**src/rtl/oc_bank_arbiter_if.sv**
```systemverilog
// Operand-collector request/grant bundle between the collectors and the bank arbiter.
// The master side is the collectors plus writeback; the slave side is the arbiter.
interface oc_bank_arbiter_if;
  logic [7:0]  req_vld;
  logic [39:0] req_reg_id;
  logic        wb_en;
  logic [4:0]  wb_reg_id;

  logic [7:0]  req_ack;
  logic [3:0]  bk_rd_en;
  logic [11:0] bk_rd_addr;

  logic [2:0]  bk_0_ocid;
  logic [2:0]  bk_1_ocid;
  logic [2:0]  bk_2_ocid;
  logic [2:0]  bk_3_ocid;
  logic        bk_0_vld;
  logic        bk_1_vld;
  logic        bk_2_vld;
  logic        bk_3_vld;
  logic        bk_0_bz;
  logic        bk_1_bz;
  logic        bk_2_bz;
  logic        bk_3_bz;

  modport master (
    output req_vld, req_reg_id, wb_en, wb_reg_id,
    input  req_ack, bk_rd_en, bk_rd_addr,
    input  bk_0_ocid, bk_1_ocid, bk_2_ocid, bk_3_ocid,
    input  bk_0_vld, bk_1_vld, bk_2_vld, bk_3_vld,
    input  bk_0_bz, bk_1_bz, bk_2_bz, bk_3_bz
  );

  modport slave (
    input  req_vld, req_reg_id, wb_en, wb_reg_id,
    output req_ack, bk_rd_en, bk_rd_addr,
    output bk_0_ocid, bk_1_ocid, bk_2_ocid, bk_3_ocid,
    output bk_0_vld, bk_1_vld, bk_2_vld, bk_3_vld,
    output bk_0_bz, bk_1_bz, bk_2_bz, bk_3_bz
  );
endinterface

```
**src/rtl/oc_bank_arbiter.sv**
```systemverilog
// Four-bank register-file read arbiter: per-bank round-robin over eight operand sources,
// writeback steals a bank for a cycle, and results are delayed one cycle to line up with SRAM data.
module oc_bank_arbiter #(
  parameter int CNT_W = 16
) (
  input  logic                 clk,
  input  logic                 rst,
  oc_bank_arbiter_if.slave     bus,
  output logic [CNT_W-1:0]     conflict_cnt
);

  logic [2:0] ptr [4];
  logic [7:0] compete [4];
  logic [2:0] winner [4];
  logic [3:0] found;
  logic [3:0] blocked;
  logic [3:0] grant;
  logic       lost;

  logic [3:0] vld_q;
  logic [3:0] bz_q;
  logic [2:0] ocid_q [4];

  // Grants are combinational so the SRAM read starts in the same cycle as the request.
  always_comb begin
    lost = 1'b0;
    bus.req_ack = '0;
    bus.bk_rd_en = '0;
    bus.bk_rd_addr = '0;
    for (int b = 0; b < 4; b++) begin
      compete[b] = '0;
      winner[b] = '0;
      found[b] = 1'b0;
      blocked[b] = bus.wb_en && (bus.wb_reg_id[4:3] == 2'(b));
      for (int i = 0; i < 8; i++)
        compete[b][i] = bus.req_vld[i] && (bus.req_reg_id[5*i+3 +: 2] == 2'(b));
      for (int k = 0; k < 8; k++) begin
        if (!found[b] && compete[b][3'(ptr[b] + 3'(k))]) begin
          found[b] = 1'b1;
          winner[b] = 3'(ptr[b] + 3'(k));
        end
      end
      grant[b] = found[b] && !blocked[b] && rst;
      if (grant[b]) begin
        bus.req_ack[winner[b]] = 1'b1;
        bus.bk_rd_en[b] = 1'b1;
        bus.bk_rd_addr[3*b +: 3] = bus.req_reg_id[5*winner[b] +: 3];
      end
      // Any competitor left waiting counts, whether it lost to a peer or to writeback.
      if ((|compete[b]) && (blocked[b] || ((compete[b] & (compete[b] - 8'd1)) != 8'd0)))
        lost = 1'b1;
    end
  end

  always_ff @(posedge clk or negedge rst) begin
    if (!rst) begin
      for (int b = 0; b < 4; b++) begin
        ptr[b] <= '0;
        ocid_q[b] <= '0;
      end
      vld_q <= '0;
      bz_q <= '0;
      conflict_cnt <= '0;
    end else begin
      for (int b = 0; b < 4; b++) begin
        if (grant[b]) begin
          ptr[b] <= 3'(winner[b] + 3'd1);
          ocid_q[b] <= winner[b];
        end
      end
      vld_q <= grant;
      bz_q <= blocked;
      if (lost && (conflict_cnt != '1))
        conflict_cnt <= conflict_cnt + 1'b1;
    end
  end

  assign bus.bk_0_vld  = vld_q[0];
  assign bus.bk_1_vld  = vld_q[1];
  assign bus.bk_2_vld  = vld_q[2];
  assign bus.bk_3_vld  = vld_q[3];
  assign bus.bk_0_bz   = bz_q[0];
  assign bus.bk_1_bz   = bz_q[1];
  assign bus.bk_2_bz   = bz_q[2];
  assign bus.bk_3_bz   = bz_q[3];
  assign bus.bk_0_ocid = ocid_q[0];
  assign bus.bk_1_ocid = ocid_q[1];
  assign bus.bk_2_ocid = ocid_q[2];
  assign bus.bk_3_ocid = ocid_q[3];

endmodule

```
**src/flat_wrapper.sv**
```systemverilog
// flat-port wrapper written by rule: the top's interface ports become plain ports
module oc_bank_arbiter_flat 
#(
  parameter int CNT_W = 16
)
  (clk, rst, conflict_cnt, bus_req_vld, bus_req_reg_id, bus_wb_en, bus_wb_reg_id, bus_req_ack, bus_bk_rd_en, bus_bk_rd_addr, bus_bk_0_ocid, bus_bk_1_ocid, bus_bk_2_ocid, bus_bk_3_ocid, bus_bk_0_vld, bus_bk_1_vld, bus_bk_2_vld, bus_bk_3_vld, bus_bk_0_bz, bus_bk_1_bz, bus_bk_2_bz, bus_bk_3_bz);
  oc_bank_arbiter_if bus_i ();
  input  logic clk;
  input  logic rst;
  output logic [CNT_W-1:0] conflict_cnt;
  input wire logic [$bits(bus_i.req_vld)-1:0] bus_req_vld;
  input wire logic [$bits(bus_i.req_reg_id)-1:0] bus_req_reg_id;
  input wire logic [$bits(bus_i.wb_en)-1:0] bus_wb_en;
  input wire logic [$bits(bus_i.wb_reg_id)-1:0] bus_wb_reg_id;
  output wire logic [$bits(bus_i.req_ack)-1:0] bus_req_ack;
  output wire logic [$bits(bus_i.bk_rd_en)-1:0] bus_bk_rd_en;
  output wire logic [$bits(bus_i.bk_rd_addr)-1:0] bus_bk_rd_addr;
  output wire logic [$bits(bus_i.bk_0_ocid)-1:0] bus_bk_0_ocid;
  output wire logic [$bits(bus_i.bk_1_ocid)-1:0] bus_bk_1_ocid;
  output wire logic [$bits(bus_i.bk_2_ocid)-1:0] bus_bk_2_ocid;
  output wire logic [$bits(bus_i.bk_3_ocid)-1:0] bus_bk_3_ocid;
  output wire logic [$bits(bus_i.bk_0_vld)-1:0] bus_bk_0_vld;
  output wire logic [$bits(bus_i.bk_1_vld)-1:0] bus_bk_1_vld;
  output wire logic [$bits(bus_i.bk_2_vld)-1:0] bus_bk_2_vld;
  output wire logic [$bits(bus_i.bk_3_vld)-1:0] bus_bk_3_vld;
  output wire logic [$bits(bus_i.bk_0_bz)-1:0] bus_bk_0_bz;
  output wire logic [$bits(bus_i.bk_1_bz)-1:0] bus_bk_1_bz;
  output wire logic [$bits(bus_i.bk_2_bz)-1:0] bus_bk_2_bz;
  output wire logic [$bits(bus_i.bk_3_bz)-1:0] bus_bk_3_bz;
  assign bus_i.req_vld = bus_req_vld;
  assign bus_i.req_reg_id = bus_req_reg_id;
  assign bus_i.wb_en = bus_wb_en;
  assign bus_i.wb_reg_id = bus_wb_reg_id;
  assign bus_req_ack = bus_i.req_ack;
  assign bus_bk_rd_en = bus_i.bk_rd_en;
  assign bus_bk_rd_addr = bus_i.bk_rd_addr;
  assign bus_bk_0_ocid = bus_i.bk_0_ocid;
  assign bus_bk_1_ocid = bus_i.bk_1_ocid;
  assign bus_bk_2_ocid = bus_i.bk_2_ocid;
  assign bus_bk_3_ocid = bus_i.bk_3_ocid;
  assign bus_bk_0_vld = bus_i.bk_0_vld;
  assign bus_bk_1_vld = bus_i.bk_1_vld;
  assign bus_bk_2_vld = bus_i.bk_2_vld;
  assign bus_bk_3_vld = bus_i.bk_3_vld;
  assign bus_bk_0_bz = bus_i.bk_0_bz;
  assign bus_bk_1_bz = bus_i.bk_1_bz;
  assign bus_bk_2_bz = bus_i.bk_2_bz;
  assign bus_bk_3_bz = bus_i.bk_3_bz;
  oc_bank_arbiter #(.CNT_W(CNT_W)) u_core (.clk(clk), .rst(rst), .bus(bus_i), .conflict_cnt(conflict_cnt));
endmodule
```
**config.mk**
```make
export PLATFORM = sky130hd
export DESIGN_NAME = oc_bank_arbiter_flat
export DESIGN_NICKNAME = d
export VERILOG_FILES = /design/src/rtl/oc_bank_arbiter_if.sv /design/src/rtl/oc_bank_arbiter.sv /design/src/flat_wrapper.sv
export SDC_FILE = /design/constraint.sdc
export NUM_CORES = 1
export LEC_CHECK = 0
export CAP_MARGIN = 5
export CORE_MARGIN = 2
export CORE_UTILIZATION = 45
export DETAILED_ROUTE_END_ITERATION = 7
export PLACE_DENSITY = 0.68
export REMOVE_ABC_BUFFERS = 1
export SLEW_MARGIN = 25
export SYNTH_ARGS = -nofsm -noshare
export SYNTH_HDL_FRONTEND = slang
export SYNTH_SLANG_ARGS = --single-unit
```
**constraint.sdc**
```tcl
create_clock -name clk -period 6 [get_ports clk]
set_input_delay 1.2 -clock clk [delete_from_list [all_inputs] [get_ports clk]]
set_output_delay 1.2 -clock clk [all_outputs]
set_load 0.005 [all_outputs]
```
After elaboration in Yosys (flattened, before gate mapping)
Index checks and enable logic that the tools add are counted.
{"block": "totals", "output_inout_bits": 60, "inputBits": 56, "reg_bits": 48}
{"block": "classes", "n_reduce_logical": 134, "muxes": 152, "n_shift": 4, "n_mul": 4, "n_addsub": 37, "eq_ne": 28, "n_lt_le_gt_ge": 40, "bitwise": 7}
{"operator": "$shiftx A40 B7 Y3", "count": 4}
{"operator": "$lt A3 B4 Y1 const B", "count": 36}
{"operator": "$mux W3", "count": 36}
{"operator": "$bmux W1 S3", "count": 32}
{"operator": "$logic_and A1 B1 Y1", "count": 81}
{"operator": "$mux W1", "count": 76}
{"operator": "$add A3 B3 Y3 const B", "count": 16}
{"operator": "$eq A2 B2 Y1 const B", "count": 18}
{"operator": "$and A8 B8 Y8", "count": 4}
{"operator": "$logic_not A1 Y1", "count": 32}
{"operator": "$mux W8", "count": 4}
{"operator": "$reduce_bool A8 Y1", "count": 4}
{"operator": "$reduce_or A8 Y1", "count": 4}
{"operator": "$sub A8 B1 Y8 const B", "count": 4}
{"operator": "$add A3 B1 Y3 const B", "count": 8}
{"operator": "$add A3 B2 Y3 const B", "count": 8}
{"operator": "$mul A3 B3 Y6 const A", "count": 4}
{"operator": "$or A8 B8 Y8", "count": 3}
{"operator": "$eq A2 B1 Y1 const B", "count": 9}
{"operator": "$logic_not A2 Y1", "count": 9}
{"operator": "$add A16 B1 Y16 const B", "count": 1}
{"operator": "$ne A16 B16 Y1 const B", "count": 1}
{"operator": "$demux W1 S3", "count": 4}
{"operator": "$ge A3 B1 Y1 const B", "count": 4}
{"operator": "$logic_or A1 B1 Y1", "count": 4}

Longest topological paths before layout
Gate-level depths: netlist (run 1).
{"block": "depth", "depth_word": 37, "mapped_depth": 17}

Least setup slack after synthesis (run 1)
No wires, ideal clock.
{"block": "synth_path", "kind": "register to output", "from": "register u_core.ptr[7] (netlist bit)", "to": "output port bus_bk_rd_addr[3]", "slack_ns": 0.648, "path_stages_with_launch": 12, "arrival_time_ns": 4.152, "t_required_ns": 4.800, "cell_sequence": "dfrtp_1 clkbuf_1 inv_1 clkbuf_1 ha_1 xor2_1 mux4_2 mux2_2 o41a_1 a21oi_2 mux4_2 a221o_1"}
{"item": "start, declared", "line_no": "oc_bank_arbiter.sv:12", "rtl": "logic [2:0] ptr [4];"}
{"item": "start signal, assigned by index", "line_no": "oc_bank_arbiter.sv:67", "rtl": "ptr[b] <= 3'(winner[b] + 3'd1);"}
{"item": "end, declared", "line_no": "flat_wrapper.sv:17", "rtl": "output wire logic [$bits(bus_i.bk_rd_addr)-1:0] bus_bk_rd_addr;"}

Final worst setup path (run 1)
{"block": "layout_path", "from": "input port bus_req_vld[6]", "to": "output port bus_bk_rd_addr[6]"}
{"block": "layout_between", "elab_chain_len": 28, "word_cells_on_any_way": 52, "cone_classes": "1 x mul; 1 x shift; 33 x mux; 17 x reduce/logical"}
{"item": "start, declared", "line_no": "flat_wrapper.sv:11", "rtl": "input wire logic [$bits(bus_i.req_vld)-1:0] bus_req_vld;"}
{"item": "$logic_and A1 B1 Y1 *", "line_no": "oc_bank_arbiter.sv:36", "rtl": "compete[b][i] = bus.req_vld[i] && (bus.req_reg_id[5*i+3 +: 2] == 2'(b));"}
{"item": "$bmux W1 S3", "line_no": "oc_bank_arbiter.sv:38", "rtl": "if (!found[b] && compete[b][3'(ptr[b] + 3'(k))]) begin"}
{"item": "$mux W1 (implied by the code)", "line_no": "oc_bank_arbiter.sv:38"}
{"item": "$mux W1", "line_no": "oc_bank_arbiter.sv:38"}
{"item": "$logic_not A1 Y1", "line_no": "oc_bank_arbiter.sv:38"}
{"item": "$logic_and A1 B1 Y1", "line_no": "oc_bank_arbiter.sv:38"}
{"item": "$mux W1", "line_no": "oc_bank_arbiter.sv:38"}
{"item": "$logic_not A1 Y1", "line_no": "oc_bank_arbiter.sv:38"}
{"item": "[12 not listed]"}
{"item": "$logic_and A1 B1 Y1", "line_no": "oc_bank_arbiter.sv:38"}
{"item": "$mux W1", "line_no": "oc_bank_arbiter.sv:38"}
{"item": "$logic_not A1 Y1", "line_no": "oc_bank_arbiter.sv:38"}
{"item": "$logic_and A1 B1 Y1", "line_no": "oc_bank_arbiter.sv:38"}
{"item": "$mux W3 / $mux W1 (equally long branches)", "line_no": "oc_bank_arbiter.sv:38"}
{"item": "$mul A3 B3 Y6 / $logic_and A1 B1 Y1 (equally long branches)", "line_no": "oc_bank_arbiter.sv:47, oc_bank_arbiter.sv:43"}
{"item": "$shiftx A40 B7 Y3 / $logic_and A1 B1 Y1 (equally long branches)", "line_no": "oc_bank_arbiter.sv:47, oc_bank_arbiter.sv:43"}
{"item": "$mux W3 *", "line_no": "oc_bank_arbiter.sv:44", "rtl": "if (grant[b]) begin"}
Every way passes the cells marked *; elsewhere a longest branch is shown, timed or not. The select of a mux whose other input is x is not followed.

==> results of run 1 <==
==> final cells by class <==
cell class                 instances  area [sq um]  area share
sequential                        48          1200       0.105
inverter                          38           143      0.0124
clock buffer                       5           125      0.0109
tap                              225           282      0.0245
clock inverter                     3          68.8     0.00599
timing repair buffer             356          2990       0.261
multi-input combinational        748          6680       0.581
==> synthesized netlist by cell type, types with 6 or more instances <==
cell and count:
a211oi_1 6, a21o_1 7, a21oi_1 38, a221oi_1 6, a22o_1 10, a22oi_1 8, a31oi_1 7, and2_1 11
and3_1 11, and3b_1 10, buf_2 21, clkbuf_1 33, dfrtp_1 48, ha_1 12, inv_1 30, mux2_2 23
mux2i_1 66, mux4_2 84, nand2_1 64, nand2b_1 10, nand3_1 31, nand3b_1 20, nand4_1 8, nor2_1 65
nor2b_1 8, nor3_1 23, nor3b_1 9, nor4_1 8, o211ai_1 12, o21a_1 9, o21ai_0 42, o221ai_1 6
o22ai_1 13, o31ai_1 7, or3_1 9, or3b_2 9, xnor2_1 11, xor2_1 16
==> critical path, cell delays in order <==
cell	delay (ns)
dlygate4sd2_1	0.26
buf_4	0.15
nand3b_1	0.22
mux2i_1	0.18
mux4_2	0.50
or4b_2	0.63
o2111ai_2	0.12
a2bb2oi_2	0.16
o22ai_2	0.11
buf_4	0.18
mux2i_1	0.12
mux2_2	0.27
o22ai_1	0.20
clkdlybuf4s50_1	0.53
==> metrics by stage <==
step	hold WS [ns]	TNS, ns
final	0.490	-0.0383
after global routing	0.499	-0.829
after CTS	0.485	0
after detailed placement	0.469	-6.77
after global placement	0.462	-5.48
after floorplan	0.474	0
==> worst min path at each step <==
stage / endpoint / slack [ns] / cells after the start
2_1_floorplan: u_core.bus.bk_1_ocid[0] / 0.47 / 1
3_3_place_gp: u_core.bus.bk_3_ocid[1] / 0.46 / 1
3_5_place_dp: u_core.bus.bk_1_ocid[0] / 0.47 / 1
4_1_cts: u_core.bus.bk_1_ocid[0] / 0.48 / 1
5_1_grt: u_core.bus.bk_1_ocid[0] / 0.50 / 1
6_report: u_core.bus.bk_1_ocid[0] / 0.49 / 1
==> kinds of logic (layout without fill, tap and decap cells) <==
| logic type | Yosys count | after routing | synth area share |
|---|---|---|---|
| xor gates and xnor gates | 27 | 27 | 0.0293 |
| muxes | 174 | 174 | 0.349 |
| buffers and inverters | 100 | 402 | 0.0525 |
| and+or+nand+nor | 313 | 313 | 0.209 |
| adders and majority gates | 15 | 15 | 0.0223 |
| AOI/OAI and AO/OA | 219 | 219 | 0.189 |
| DFF | 48 | 48 | 0.149 |
==> what timing repair did <==
action / in CTS / in global routing
cloned: 1 / 0
hold buffers: 0 / 0
setup endpoints to repair: 20 / 18
pin swaps: 7 / 15
endpoints found under the hold margin: 0 / 0
gates resized for setup: 83 / 53
buffers inserted: 13 / 10
==> sequential cells by signal (all words and copies together), names as in the netlist <==
register and cells:
u_core.bus.bk_3_ocid 3, u_core.bus.bk_1_ocid 3, u_core.bus.bk_0_ocid 3, u_core.conflict_cnt 16, u_core.ptr 12, u_core.bus.bk_2_ocid 3, u_core.vld_q 4, u_core.bz_q 4
==> metal layers <==
layer	vias to the layer above	wire length [microns]	track usage
met2	469	14200	0.502
met3	93	2120	0.0340
li1	4138	-	-
met1	4441	11900	0.417
met5	-	0	0
met4	0	1130	0.117
==> power breakdown <==
group | internal (mW) | switching [mW] | total, mW
clock | 0.241 | 0.141 | 0.382
sequential | 0.455 | 0.157 | 0.611
combinational | 3.34 | 3.06 | 6.41
total | 4.04 | 3.36 | 7.40
==> results.yml, run 1 <==
run_status:
  outcome: "finished, violations left"
  violations: "negative setup slack"
critical_path:
  reg2regPathDepth: 17
  crit_required_ns: 4.80
  reg2reg_slack_ns: 1.75
  crit_path_end_kind: "output port"
  worstPathArrival_ns: 4.84
  reg_to_reg_endpoint: "u_core.ptr[11]"
  worst_setup_path_startpoint: "bus_req_vld[6]"
  critical_path.reg2reg.startpoint: "u_core.ptr[10]"
  path_max_fanout: 6
  worst_setup_path_start_kind: "input port"
  timing.critical_path.to: "bus_bk_rd_addr[6]"
  timing.setup.critical_path_class: "input port to output port"
yosys:
  yosys_warnings: 0
  netlist.top_cell.by_area: "mux4_2"
  synth_enable_flop_cells: 0
  mappedNetlistArea_sq_um: 8080
  synth_ff_type: "dfrtp_1"
  netlist.area_leader.share: 0.234
  yosys_register_bits: 48
  synth_seq_area_share: 0.149
  postSynthCellCount: 896
  synthArstFlopShare: 1.00
  syn_area_per_cell_sq_um: 9.02
  synthTopCellsByArea: "mux4_2, dfrtp_1, mux2i_1"
  synthDistinctLibCells: 76
hold_path:
  hold_path_class: "flip-flop to flip-flop"
  worst_hold_startpoint: "u_core.bus.bk_1_ocid[0]"
detailed_routing:
  drtAntennaViolNets: 0
  drt_pre_antenna_iters: 5
  vias_per_cell: 6.42
  drc: 0
  avg_wl_per_cell_microns: 20.7
  routed_wl_microns: 29400
  drt_first_iter_violations: 763
  vias: 9141
final_layout:
  flow.area_growth_from_synthesis_pct: 42.2
  fin_area_sq_um: 11500
  layout.cells.most_common: "buf_4"
  mostFrequentLayoutCells: "buf_4, mux4_2, clkdlybuf4s50_1, mux2i_1, nor2_1"
  drive_gt1_frac: 0.369
  final_cell_utilization_of_the_core: 0.660
  diodes: 0
  n_fill_cell: 1471
  final_nets: 1265
  finalNonFillerCells: 1423
clock_tree:
  numCtsBuffers: 5
  cts.reportedPaths.clkPinSlew_ns: 0.07
  tritoncts: "yes"
  cts_max_path_buffers: 2
  clock_latency_ns: 0.30
  h-tree-depth: 2
  clock_sinks: 48
  ctsRootBufferMaster: "clkbuf_16"
placed_design:
  place.gp.congestion: 0.964
  dp_hpwl_microns: 22300
  worst_setup_slack_before_clock_tree_synthesis_ns: -0.448
  placed_area_sq_um: 10900
  placedCellCount: 1392
  port_buffers: 112
global_route:
  antenna_found_initial: 1
  global_route.overflow_total: 0
  track_usage: 0.306
  first_global_vias: 8835
  largest_net_degree_at_the_start_of_global_routing: 49
  grt_pass1_wl_microns: 45900
sta:
  final_max_slew_viol_count: 0
  finalHoldViolCount: 0
  max-slew-margin-rel: 0.574
  timing_worst_slew_pin_value_ns: 0.638
  skew_ns: 0.00649
  fmax_mhz: 166
  setup-violations-final: 1
  final_min_period_over_clock_period: 1.01
  final_critical_path_setup_slack_ns: -0.0383
  finalCriticalPeriod_ns: 6.04
  unrepaired_setup_endpoints_after_global_routing: "true"
floorplanning:
  standard_cell_rows: 48
  die-height_microns: 138
  placeableCoreArea_sq_um: 17400
  die-width_microns: 138
  num_io_pins: 116
  floorplan.initialDensity: 0.464
  design.die.area_sq_um: 19000
pwr:
  power.static_leakage_nw: 4.96
  ir_worst_vdd_uv: 607
  pwr_density_cell_nw_per_um2: 644
  p_total_mw: 7.40
flow_run:
  max-cap-violations: 0
Power figures use the tool's default switching activity.
==> run 2, diff against run 1 <==
==> constraint.sdc (replaced) <==
create_clock -name clk -period 6 [get_ports clk]
set_input_delay 0.9 -clock clk [delete_from_list [all_inputs] [get_ports clk]]
set_output_delay 0.9 -clock clk [all_outputs]
set_load 0.005 [all_outputs]
==> run 2 against run 1 <==
Compared with the run above: the run now ends clean; non-clock buffer count fell by 157; wire length fell by 7.6%; sequential share of layout area rose by 1.4 points; worst hold slack got worse by 0.011 ns; sequential cell count did not move; clock-buffer cell count did not move; critical path depth fell by 4; largest cell class unchanged.
==> results.yml, run 2 (synthesis gave the netlist of run 1 again) <==
global_route:
  largest_net_degree_at_the_start_of_global_routing: 49
  grt_pass1_wl_microns: 42500
  antenna_found_initial: 0
  track_usage: 0.285
  global_route.overflow_total: 0
  first_global_vias: 7874
critical_path:
  path_max_fanout: 9
  timing.setup.critical_path_class: "input port to output port"
  crit_required_ns: 5.10
  crit_path_end_kind: "output port"
  worst_setup_path_start_kind: "input port"
  reg2reg_slack_ns: 1.73
  critical_path.n_buffers_inverters: 2
  crit_chain: "clkdlybuf4s50_1 -> and3_1 -> mux4_2 -> a211o_1 -> a211o_1 -> nor3_1 -> nor2_1 -> or4_1 -> o311ai_0 -> clkdlybuf4s50_1"
  critical_path.max_stage_delay_ns: 0.62
  worstPathArrival_ns: 5.00
  library_cell_contributing_the_largest_single_delay_on_the_critical_path: "clkdlybuf4s50_1"
  path_delay_family: "simple AND/OR/NAND/NOR gates"
clock_tree:
  ctsRootBufferMaster: "clkbuf_16"
  clock_latency_ns: 0.30
  clock_sinks: 48
  tritoncts: "yes"
  h-tree-depth: 2
  cts_max_path_buffers: 2
  numCtsBuffers: 5
  cts.reportedPaths.clkPinSlew_ns: 0.07
  hold_fix_buffer_count_after_cts: 0
detailed_routing:
  routed_wl_microns: 27200
  drt_pre_antenna_iters: 6
  drt_first_iter_violations: 1020
  drtAntennaViolNets: 0
  vias: 8346
  vias_per_cell: 6.59
  avg_wl_per_cell_microns: 21.4
  drc: 0
placed_design:
  placedCellCount: 1251
  dp_hpwl_microns: 20800
  placed_area_sq_um: 9850
  place.gp.congestion: 0.981
  port_buffers: 112
floorplanning:
  floorplan.initialDensity: 0.464
  die-width_microns: 138
  die-height_microns: 138
  design.die.area_sq_um: 19000
  standard_cell_rows: 48
  placeableCoreArea_sq_um: 17400
  num_io_pins: 116
sta:
  timing_worst_slew_pin_value_ns: 0.838
  fmax_mhz: 169
  max-slew-margin-rel: 0.440
  setup-violations-final: 0
  final_max_slew_viol_count: 0
  finalCriticalPeriod_ns: 5.90
  final_min_period_over_clock_period: 0.984
  finalHoldViolCount: 0
  skew_ns: 0.00550
final_layout:
  mostFrequentLayoutCells: "clkdlybuf4s50_1, mux4_2, buf_4, mux2i_1, nor2_1"
  fin_area_sq_um: 10100
  final_nets: 1108
  flow.area_growth_from_synthesis_pct: 25.4
  n_fill_cell: 1544
  top_regs: "u_core.conflict_cnt (16), u_core.ptr (12)"
  largest_register_ffs: 16
  final_cell_utilization_of_the_core: 0.582
  largest-register: "u_core.conflict_cnt"
  finalNonFillerCells: 1266
  diodes: 0
  drive_gt1_frac: 0.229
  layout.cells.most_common: "clkdlybuf4s50_1"
run_status:
  outcome: "finished clean"
pwr:
  pwr_density_cell_nw_per_um2: 636
  ir_worst_vdd_uv: 556
  power.static_leakage_nw: 4.05
hold_path:
  hold_path_class: "flip-flop to flip-flop"
flow_run:
  max-cap-violations: 0
run 2: metrics by stage:
step	setup WS, ns	hold slack, ns	total power, mW	setup TNS [ns]
finish	0.0960	0.478	6.44	0
CTS	0.0874	0.485	6.39	0
floorplan	0.623	0.474	3.99	0
global placement	0.130	0.462	5.98	0
detailed placement	0.0687	0.469	6.03	0
global route	-0.00861	0.503	6.89	-0.00861
run 2: layout make-up:
class / instances / area (sq um) / area share
inverter: 38 / 143 / 0.0141
clock buffer: 5 / 125 / 0.0124
timing repair buffer: 199 / 1830 / 0.181
sequential: 48 / 1200 / 0.119
tap: 225 / 282 / 0.0278
multi-input combinational: 748 / 6500 / 0.641
clock inverter: 3 / 47.5 / 0.00469
run 2: routing by layer:
| layer | wire [microns] | track usage | vias up |
|---|---|---|---|
| met2 | 13000 | 0.458 | 418 |
| met1 | 11500 | 0.404 | 4072 |
| met3 | 2010 | 0.0373 | 54 |
| met5 | 0 | 0 | - |
| met4 | 650 | 0.0788 | 0 |
| li1 | - | - | 3802 |
run 2: worst register-to-register path, stage by stage, from the launching register on:
cell and delay (ns):
dfrtp_1 0.60, inv_2 0.08, ha_1 0.54, mux4_2 0.57, nor3_1 0.19, a31oi_1 0.09
a211o_1 0.42, o31a_1 0.35, or4_4 0.58, o21ai_4 0.37, mux2_1 0.37
run 2: timing repair:
action                     in CTS  in global routing
gates resized for setup         0                 16
setup buffers                   0                  7
setup endpoints to repair       0                 19
run 2: where the power goes:
| group | internal, mW | switching, mW | leakage [nW] | total [mW] |
|---|---|---|---|---|
| registers | 0.454 | 0.165 | 0.583 | 0.619 |
| logic | 2.71 | 2.77 | 3.39 | 5.49 |
| clock network | 0.199 | 0.140 | 0.0840 | 0.339 |
run 2: worst paths after layout:
path	startpoint	end	depth (start not counted)
setup / recovery	bus_req_reg_id[14]	bus_req_ack[0]	10
hold / removal	u_core.bus.bk_1_ocid[0]	u_core.bus.bk_1_ocid[0]	1
setup reg to reg	u_core.ptr[0]	u_core.conflict_cnt[1]	10
hold reg to reg	u_core.bus.bk_1_ocid[0]	u_core.bus.bk_1_ocid[0]	1
max in group asynchronous	rst	u_core.bus.bk_0_ocid[2]	2
min in group asynchronous	rst	u_core.ptr[7]	2
